File: config.mk
export PLATFORM = sky130hd
export DESIGN_NAME = hb2_decryption
export DESIGN_NICKNAME = d
export VERILOG_FILES = /design/src/rtl/hb2_decryption.sv
export SDC_FILE = /design/constraint.sdc
export NUM_CORES = 1
export LEC_CHECK = 0
export BUFFER_PORTS_ARGS = -buffer_cell sky130_fd_sc_hd__buf_2
export CAP_MARGIN = 20
export CORE_MARGIN = 4
export CORE_UTILIZATION = 53
export CTS_BUF_LIST = sky130_fd_sc_hd__clkbuf_2
export CTS_CLUSTER_DIAMETER = 60
export DETAILED_ROUTE_END_ITERATION = 7
export PLACE_DENSITY_LB_ADDON = 0.05
export SLEW_MARGIN = 20
export SYNTH_ARGS = -nofsm -noshare
export SYNTH_HDL_FRONTEND = slang
export SYNTH_SLANG_ARGS = --single-unit
File: constraint.sdc
create_clock -name clk -period 4.67 [get_ports clk]
set_input_delay 0.934 -clock clk [delete_from_list [all_inputs] [get_ports clk]]
set_output_delay 0.934 -clock clk [all_outputs]
set_load 0.005 [all_outputs]
File: src/rtl/hb2_decryption.sv
// Iterative Hummingbird-2 single-word decryptor: one inverse WD16 round per clock,
// 16 rounds per word, valid/ready handshakes on input and output.
module hb2_decryption (
    input  logic         clk,
    input  logic         rst_n,
    input  logic         in_valid,
    output logic         in_ready,
    input  logic [15:0]  ct,
    input  logic [127:0] key,
    input  logic [15:0]  r1,
    input  logic [15:0]  r2,
    input  logic [15:0]  r3,
    input  logic [15:0]  r4,
    input  logic [15:0]  r5,
    input  logic [15:0]  r6,
    input  logic [15:0]  r7,
    input  logic [15:0]  r8,
    output logic         out_valid,
    input  logic         out_ready,
    output logic [15:0]  pt,
    output logic [15:0]  r1_o,
    output logic [15:0]  r2_o,
    output logic [15:0]  r3_o,
    output logic [15:0]  r4_o,
    output logic [15:0]  r5_o,
    output logic [15:0]  r6_o,
    output logic [15:0]  r7_o,
    output logic [15:0]  r8_o
);

    // Inverse nibble S-boxes; SINV1 serves the least significant nibble.
    localparam logic [3:0] SINV1 [16] = '{4'hB, 4'h5, 4'h4, 4'hF, 4'hC, 4'h6, 4'h9, 4'h0,
                                          4'hD, 4'h3, 4'hE, 4'h8, 4'h1, 4'hA, 4'h2, 4'h7};
    localparam logic [3:0] SINV2 [16] = '{4'h9, 4'h2, 4'hF, 4'h8, 4'h0, 4'hC, 4'h3, 4'h6,
                                          4'h4, 4'hD, 4'h1, 4'hE, 4'h7, 4'hB, 4'hA, 4'h5};
    localparam logic [3:0] SINV3 [16] = '{4'hC, 4'h3, 4'h0, 4'hA, 4'hB, 4'h4, 4'h5, 4'hF,
                                          4'h9, 4'hE, 4'h6, 4'hD, 4'h2, 4'h7, 4'h8, 4'h1};
    localparam logic [3:0] SINV4 [16] = '{4'hA, 4'h7, 4'h6, 4'h9, 4'h1, 4'h2, 4'hC, 4'h5,
                                          4'h3, 4'h4, 4'h8, 4'hF, 4'hD, 4'hE, 4'hB, 4'h0};

    typedef enum logic [1:0] {
        S_IDLE,
        S_RUN,
        S_DONE
    } state_t;

    state_t       r_state;
    logic         r_in_ready;
    logic         r_out_valid;
    logic [127:0] r_key;
    logic [15:0]  r_r [8];
    logic [15:0]  r_v;
    logic [15:0]  r_t3;
    logic [15:0]  r_t2;
    logic [15:0]  r_t1;
    logic [1:0]   r_stage;
    logic [1:0]   r_round;
    logic [15:0]  r_pt;
    logic [15:0]  r_o [8];

    logic [15:0]  w_lin;
    logic [15:0]  w_f;
    logic [2:0]   w_kidx;
    logic [15:0]  w_rk;
    logic         w_mask_en;
    logic [15:0]  w_x;
    logic [15:0]  w_sub;
    logic [15:0]  w_n1;
    logic [15:0]  w_n2;
    logic [15:0]  w_n3;
    logic [15:0]  w_n4;

    // Round j of a stage consumes key word (3-j) of its group; even stages use K5..K8.
    always_comb begin
        w_lin = r_v ^ {r_v[13:0], r_v[15:14]} ^ {r_v[11:0], r_v[15:12]}
                    ^ {r_v[3:0], r_v[15:4]} ^ {r_v[1:0], r_v[15:2]};
        w_f = {SINV4[w_lin[15:12]], SINV3[w_lin[11:8]], SINV2[w_lin[7:4]], SINV1[w_lin[3:0]]};
        w_kidx = {~r_stage[0], ~r_round};
        w_rk = r_key[{3'd7 - w_kidx, 4'd0} +: 16];
        w_mask_en = r_stage[0] ^ r_stage[1];
        w_x = w_f ^ w_rk ^ (w_mask_en ? r_r[{1'b1, ~r_round}] : '0);
        w_sub = w_x - r_r[{1'b0, ~r_stage}];
        w_n1 = r_r[0] + r_t3;
        w_n2 = r_r[1] + r_t1;
        w_n3 = r_r[2] + r_t2;
        w_n4 = r_r[3] + r_r[0] + r_t3 + r_t1;
    end

    always_ff @(posedge clk or negedge rst_n) begin
        if (!rst_n) begin
            r_state     <= S_IDLE;
            r_in_ready  <= 1'b0;
            r_out_valid <= 1'b0;
            r_key       <= '0;
            r_v         <= '0;
            r_t3        <= '0;
            r_t2        <= '0;
            r_t1        <= '0;
            r_stage     <= '0;
            r_round     <= '0;
            r_pt        <= '0;
            for (int unsigned i = 0; i < 8; i++) begin
                r_r[i] <= '0;
                r_o[i] <= '0;
            end
        end else begin
            case (r_state)
                S_IDLE: begin
                    r_in_ready <= 1'b1;
                    if (in_valid && r_in_ready) begin
                        r_key      <= key;
                        r_r[0]     <= r1;
                        r_r[1]     <= r2;
                        r_r[2]     <= r3;
                        r_r[3]     <= r4;
                        r_r[4]     <= r5;
                        r_r[5]     <= r6;
                        r_r[6]     <= r7;
                        r_r[7]     <= r8;
                        r_v        <= ct - r1;
                        r_stage    <= '0;
                        r_round    <= '0;
                        r_in_ready <= 1'b0;
                        r_state    <= S_RUN;
                    end
                end
                S_RUN: begin
                    r_round <= r_round + 2'd1;
                    if (r_round == 2'd3) begin
                        r_v     <= w_sub;
                        r_stage <= r_stage + 2'd1;
                        case (r_stage)
                            2'd0: r_t3 <= w_sub;
                            2'd1: r_t2 <= w_sub;
                            2'd2: r_t1 <= w_sub;
                            default: begin
                                r_pt        <= w_sub;
                                r_o[0]      <= w_n1;
                                r_o[1]      <= w_n2;
                                r_o[2]      <= w_n3;
                                r_o[3]      <= w_n4;
                                r_o[4]      <= r_r[4] ^ w_n1;
                                r_o[5]      <= r_r[5] ^ w_n2;
                                r_o[6]      <= r_r[6] ^ w_n3;
                                r_o[7]      <= r_r[7] ^ w_n4;
                                r_out_valid <= 1'b1;
                                r_state     <= S_DONE;
                            end
                        endcase
                    end else begin
                        r_v <= w_x;
                    end
                end
                S_DONE: begin
                    if (out_ready) begin
                        r_out_valid <= 1'b0;
                        r_in_ready  <= 1'b1;
                        r_state     <= S_IDLE;
                    end
                end
                default: r_state <= S_IDLE;
            endcase
        end
    end

    assign in_ready  = r_in_ready;
    assign out_valid = r_out_valid;
    assign pt        = r_pt;
    assign r1_o      = r_o[0];
    assign r2_o      = r_o[1];
    assign r3_o      = r_o[2];
    assign r4_o      = r_o[3];
    assign r5_o      = r_o[4];
    assign r6_o      = r_o[5];
    assign r7_o      = r_o[6];
    assign r8_o      = r_o[7];

endmodule

==> results of run 1 <==
per-layer routing:
metal	global-route usage [%]	vias up	share of wire, %
li1	-	10800	-
met1	45.3	11600	40
met2	57.3	1015	47
met3	7.92	248	7.7
met4	16.2	2	5.3
met5	0	-	0.014
kinds of logic after synthesis:
kind of cell    share of synthesized area (%)
compound gates                           9.61
xor+xnor                                 8.61
fa+ha+maj                                8.20
buf+inv                                  3.08
flops                                    45.0
mux                                      8.09
simple gates                             17.4
registers in the layout (all words and copies together) (netlist names), 16 cells and up:
| name | count |
|---|---|
| pt | 16 |
| r1_o | 16 |
| r2_o | 16 |
| r3_o | 16 |
| r4_o | 16 |
| r5_o | 16 |
| r6_o | 16 |
| r7_o | 16 |
| r8_o | 16 |
| r_key | 128 |
| r_r | 128 |
| r_t1 | 16 |
| r_t2 | 16 |
| r_t3 | 16 |
| r_v | 16 |
worst min-delay path: stages:
cell and delay, ps:
buf_2 90, nand2_1 120, nand2_1 90
stage by stage:
step	cell area (sq um)	setup slack [ps]	cells	hold slack (ps)	setup TNS (ps)
floorplan	26200	20.8	2764	440	0
global placement	29400	78.4	3799	453	0
detailed placement	29400	-83.5	3799	458	-209
CTS	32900	23.3	4248	11.1	0
global route	33300	-53.1	4262	43.6	-176
finish	33300	146	4262	138	0
cell type report:
cell class | instances | area, sq um
Clock buffer | 168 | 841
Multi-Input combinational cell | 2081 | 14000
Inverter | 85 | 319
Antenna cell | 1 | 2.50
Clock inverter | 36 | 178
Fill cell | 3890 | 15600
Timing Repair Buffer | 755 | 5390
Tap cell | 664 | 831
Sequential cell | 472 | 11800
path summary, 6_finish.rpt:
path	startpoint	end	slack [ps]
worst max-delay path	r_v[2]	pt[14]	150
worst max register to register	r_v[2]	pt[14]	150
worst min register to register	r_key[120]	r_key[120]	470
max in group asynchronous	rst_n	r_t3[11]	3090
min in group asynchronous	rst_n	r4_o[8]	300
worst min-delay path	r1[0]	r_r[112]	140
cell usage after synthesis (7+ instances only):
| library cell | n |
|---|---|
| or3_1 | 7 |
| nor3_1 | 30 |
| fa_1 | 35 |
| xor2_1 | 93 |
| nor2b_1 | 9 |
| a21oi_1 | 63 |
| a21o_1 | 19 |
| and3_1 | 8 |
| dfrtp_1 | 472 |
| mux2i_1 | 29 |
| xnor2_1 | 110 |
| ha_1 | 115 |
| nor2_1 | 65 |
| nand2b_1 | 8 |
| mux4_2 | 65 |
| inv_1 | 83 |
| nand2_1 | 985 |
| clkbuf_1 | 104 |
| a211oi_1 | 22 |
| a31oi_1 | 7 |
| o21ai_0 | 224 |
| o21bai_1 | 23 |
| nand3_1 | 21 |
| mux2_2 | 27 |
| buf_1 | 15 |
| o31ai_1 | 8 |
| xnor3_1 | 10 |
what timing repair did:
| item | in CTS | in global routing |
|---|---|---|
| hold buffers | 241 | 0 |
| endpoints found under the setup margin | 15 | 38 |
| gates resized for setup | 9 | 60 |
| setup buffers | 4 | 12 |
| pin swaps | 3 | 24 |
| endpoints found under the hold margin | 356 | 0 |
==> results.sh, run 1 <==
export IMPL_status="finished clean"
export IMPL_cts_tree="done"
export IMPL_grt_max_degree=254
export IMPL_slew_headroom_pct=31.9
export IMPL_overflow=0
export IMPL_grt_pass1_vias=24400
export IMPL_place_gp_congestion=0.981
export IMPL_drcViolationCount=0
export IMPL_syn_area_sq_um=26200
export IMPL_htreeDepth=3
export IMPL_synthArstFlopShare_pct=100
export IMPL_io_pins=422
export IMPL_final_nets=3942
export IMPL_tightest_slew_ps=1020
export IMPL_end_kind="flip-flop"
export IMPL_track_usage_pct=35.2
export IMPL_die_h_um=230
export IMPL_cts_root_buffer="clkbuf_2"
export IMPL_min_delay_path_depth=3
export IMPL_cpMostUsedCell="buf_4"
export IMPL_layout_common_cells="nand2_1 (983), dfrtp_1 (469), buf_2 (420)"
export IMPL_area_delta_synth_final_pct=27.2
export IMPL_antenna_found_initial=2
export IMPL_clk_pin_slew_ps=100
export IMPL_cp_data_required_time_ps=5590
export IMPL_yosys_warnings=0
export IMPL_worstPathMaxFanout=5
export IMPL_critPathLaunchType="flip-flop"
export IMPL_clockBufferDepth=3
export IMPL_slew_viol_final=0
export IMPL_path_delay_family="compound AO/OA/AOI/OAI gates"
export IMPL_synth_area_leaders="dfrtp_1 (45%), nand2_1 (14%), mux4_2 (5.6%)"
export IMPL_r2r_cells=19
export IMPL_cap_violations=0
export IMPL_grt_pass1_wl_um=142000
export IMPL_min_period_over_period_pct=96.9
export IMPL_min_period_ps=4520
export IMPL_fmax_mhz=221
export IMPL_dp_final_hpwl_um=68600
export IMPL_cp_slowest_cell="mux4_2"
export IMPL_synth_edf_count=0
export IMPL_final_hold_viol_count=0
export IMPL_critical_path_depth=19
export IMPL_yosys_area_top_type_share_pct=45.0
export IMPL_detailedRoute_firstPassIterationCount=6
export IMPL_ys_flop_type="dfrtp_1"
export IMPL_grt_setup_unrepaired="true"
export IMPL_yosysSeqAreaShare_pct=45.0
export IMPL_min_delay_path_class="in -> reg"
export IMPL_cts_sinks=472
export IMPL_detail_route_wl_per_cell_um=22.0
export IMPL_yosysTopAreaCell="dfrtp_1"
export IMPL_cp_cell_sequence="buf_4 -> xnor2_4 -> xnor3_1 -> ha_1 -> inv_1 -> mux4_2 -> xnor2_2 -> ha_2 -> inv_2 -> fa_2 -> nand3_2 -> a211oi_2 -> o41ai_4 -> buf_4 -> a211oi_4 -> o41ai_2 -> xor2_1 -> buf_4 -> o21ai_1"
export IMPL_layout_commonest_cell="nand2_1"
export IMPL_utilization_pct=68.1
export IMPL_routed_wl_um=93900
export IMPL_vias_per_cell=5.55
export IMPL_drive_above_1_share_pct=24.2
export IMPL_clk_latency_ps=1160
export IMPL_crit_arrival_ps=5450
export IMPL_rows=81
export IMPL_cts_buffers=121
export IMPL_slowest_delay_ps=520
export IMPL_setup_viol=0
export IMPL_die_area_sq_um=53100
export IMPL_synth_nets=3190
export IMPL_syn_inst=2764
export IMPL_port_buffers=421
export IMPL_finalClockSkew_ps=106
export IMPL_die_w_um=230
export IMPL_start_util_pct=53.6
export IMPL_vias=23700
export IMPL_synth_seq_cells=472
export IMPL_crit_type="reg -> reg"
export IMPL_coreArea_sq_um=49000
export IMPL_ant_nets=0
export IMPL_synth_area_per_cell_sq_um=9.49
export IMPL_critPathBufInv=5
export IMPL_initialDrtViolationCount=1787
export IMPL_synthDistinctLibCells=76
Power of run 1 is left out: the tool's default activity adds up to more than one toggle a clock period on the data nets, which glitch-free logic cannot reach.
==> run 2: changes to the inputs <==
--- a/config.mk
+++ b/config.mk
@@ -9,3 +9,2 @@
 export CAP_MARGIN = 20
-export CORE_MARGIN = 4
 export CORE_UTILIZATION = 53
--- a/constraint.sdc
+++ b/constraint.sdc
@@ -3,2 +3,2 @@
 set_output_delay 0.934 -clock clk [all_outputs]
-set_load 0.005 [all_outputs]
+set_load 0.02 [all_outputs]
==> run 2 against run 1 <==
- worst setup slack improved by 20 ps
- sequential cell count stayed put
- final cell count rose by 1.2%
- clock-buffer cell count up 20
- clock skew decreased by 46 ps
- utilization up 0.61 points
==> results.sh, run 2 (synthesis gave the netlist of run 1 again) <==
export IMPL_status="finished clean"
export IMPL_antenna_found_initial=4
export IMPL_grt_pass1_wl_um=141000
export IMPL_slew_headroom_pct=32.2
export IMPL_critPathLaunchType="flip-flop"
export IMPL_io_pins=422
export IMPL_final_nets=3974
export IMPL_grt_pass1_vias=24000
export IMPL_drive_above_1_share_pct=24.1
export IMPL_finalClockSkew_ps=59.9
export IMPL_worstPathMaxFanout=3
export IMPL_slew_viol_final=0
export IMPL_coreArea_sq_um=48800
export IMPL_cts_root_buffer="clkbuf_2"
export IMPL_min_period_ps=4500
export IMPL_final_hold_viol_count=0
export IMPL_clk_pin_slew_ps=120
export IMPL_routed_wl_um=94500
export IMPL_crit_start="r_v[14]"
export IMPL_detail_route_wl_per_cell_um=21.9
export IMPL_place_inst=3817
export IMPL_layout_commonest_cell="nand2_1"
export IMPL_clk_latency_ps=1320
export IMPL_hold_slack_ps=194
export IMPL_die_area_sq_um=50400
export IMPL_area_delta_synth_final_pct=28.0
export IMPL_reg_largest_list="r_key x128, r_r x128"
export IMPL_min_from="in_valid"
export IMPL_crit_type="reg -> reg"
export IMPL_fmax_mhz=222
export IMPL_tightest_slew_ps=1020
export IMPL_htreeDepth=4
export IMPL_tns_ps=0
export IMPL_track_usage_pct=38.2
export IMPL_layout_common_cells="nand2_1 (984), dfrtp_1 (469), buf_2 (420)"
export IMPL_overflow=0
export IMPL_die_h_um=224
export IMPL_ant_nets=0
export IMPL_reg2reg_from="r_v[14]"
export IMPL_setup_viol=0
export IMPL_crit_arrival_ps=5710
export IMPL_cts_tree="done"
export IMPL_clockBufferDepth=3
export IMPL_end_kind="flip-flop"
export IMPL_place_gp_congestion=0.980
export IMPL_detailedRoute_firstPassIterationCount=5
export IMPL_port_buffers=421
export IMPL_vias=23800
export IMPL_die_w_um=224
export IMPL_cts_sinks=472
export IMPL_grt_max_degree=151
export IMPL_start_util_pct=53.7
export IMPL_min_delay_path_class="in -> reg"
export IMPL_cts_buffers=131
export IMPL_min_period_over_period_pct=96.5
export IMPL_grt_setup_unrepaired="true"
export IMPL_vias_per_cell=5.52
export IMPL_initialDrtViolationCount=1806
export IMPL_cap_violations=0
export IMPL_dp_final_hpwl_um=67700
export IMPL_fin_cells=4314
export IMPL_drcViolationCount=0
export IMPL_rows=81
export IMPL_cp_data_required_time_ps=5870
[run 2: changes by cell type in the layout (fill, tap and decap cells not counted), sizes merged]
cell | previous run | this run
inv | 88 | 89
dlygate4sd3 | 241 | 258
buf | 514 | 519
clkbuf | 168 | 188
clkinv | 31 | 32
clkinvlp | 1 | 0
bufinv | 1 | 5
diode | 1 | 6
[run 2: per-layer routing]
metal | vias up | wire, um | global-route usage, %
li1 | 10800 | - | -
met1 | 11600 | 38000 | 48.5
met2 | 1081 | 44800 | 61.9
met3 | 266 | 6650 | 8.06
met4 | 4 | 4970 | 19.4
met5 | - | 23 | 0
[run 2: final timing paths]
check                                 end  slack (ps)  cells past startpoint
worst max-delay path              r_v[10]         170                     18
worst min-delay path              r_r[94]         190                      4
worst max register to register    r_v[10]         170                     18
worst min register to register  r_key[50]         480                      2
max in group asynchronous          pt[11]        3150                      3
min in group asynchronous        r5_o[13]         330                      2
[run 2: area by class of cell]
| class | count | area (sq um) |
|---|---|---|
| antenna | 6 | 15.0 |
| clock buffer | 188 | 941 |
| clock inverter | 41 | 297 |
| fill | 3875 | 15300 |
| inverter | 85 | 319 |
| multi-input combinational | 2081 | 13800 |
| sequential | 472 | 11800 |
| tap | 664 | 831 |
| timing repair buffer | 777 | 5590 |
[run 2: worst max-delay path: stages, from the launching register on]
cell      delay [ps]
dfrtp_2          460
xnor2_2          240
xnor3_1          360
ha_1             280
inv_1             50
mux4_2           520
xnor2_2          180
ha_1             180
inv_1             60
fa_1             460
nand3_1          120
a211oi_2          50
o41ai_2          360
buf_4            190
buf_4            110
a21oi_2           60
o21ai_2          210
mux2_2           350
a21oi_1          150
[run 2: repair_timing]
item | 4_1_cts | 5_1_grt
hold buffers | 258 | 0
buffers inserted | 0 | 4
setup endpoints to repair | 10 | 48
gates resized for setup | 3 | 32
gates cloned | 0 | 0
pin swaps | 0 | 12
endpoints found under the hold margin | 367 | 0
[run 2: metrics by stage]
stage	setup slack (ps)	utilization, %	area (sq um)
after floorplan	20.8	-	26200
after global placement	50.8	60.5	29600
after detailed placement	-60.5	60.5	29600
after CTS	5.87	68.4	33400
after global routing	-15.7	68.7	33600
final	166	68.7	33600
Power of run 2 is left out for the same reason.
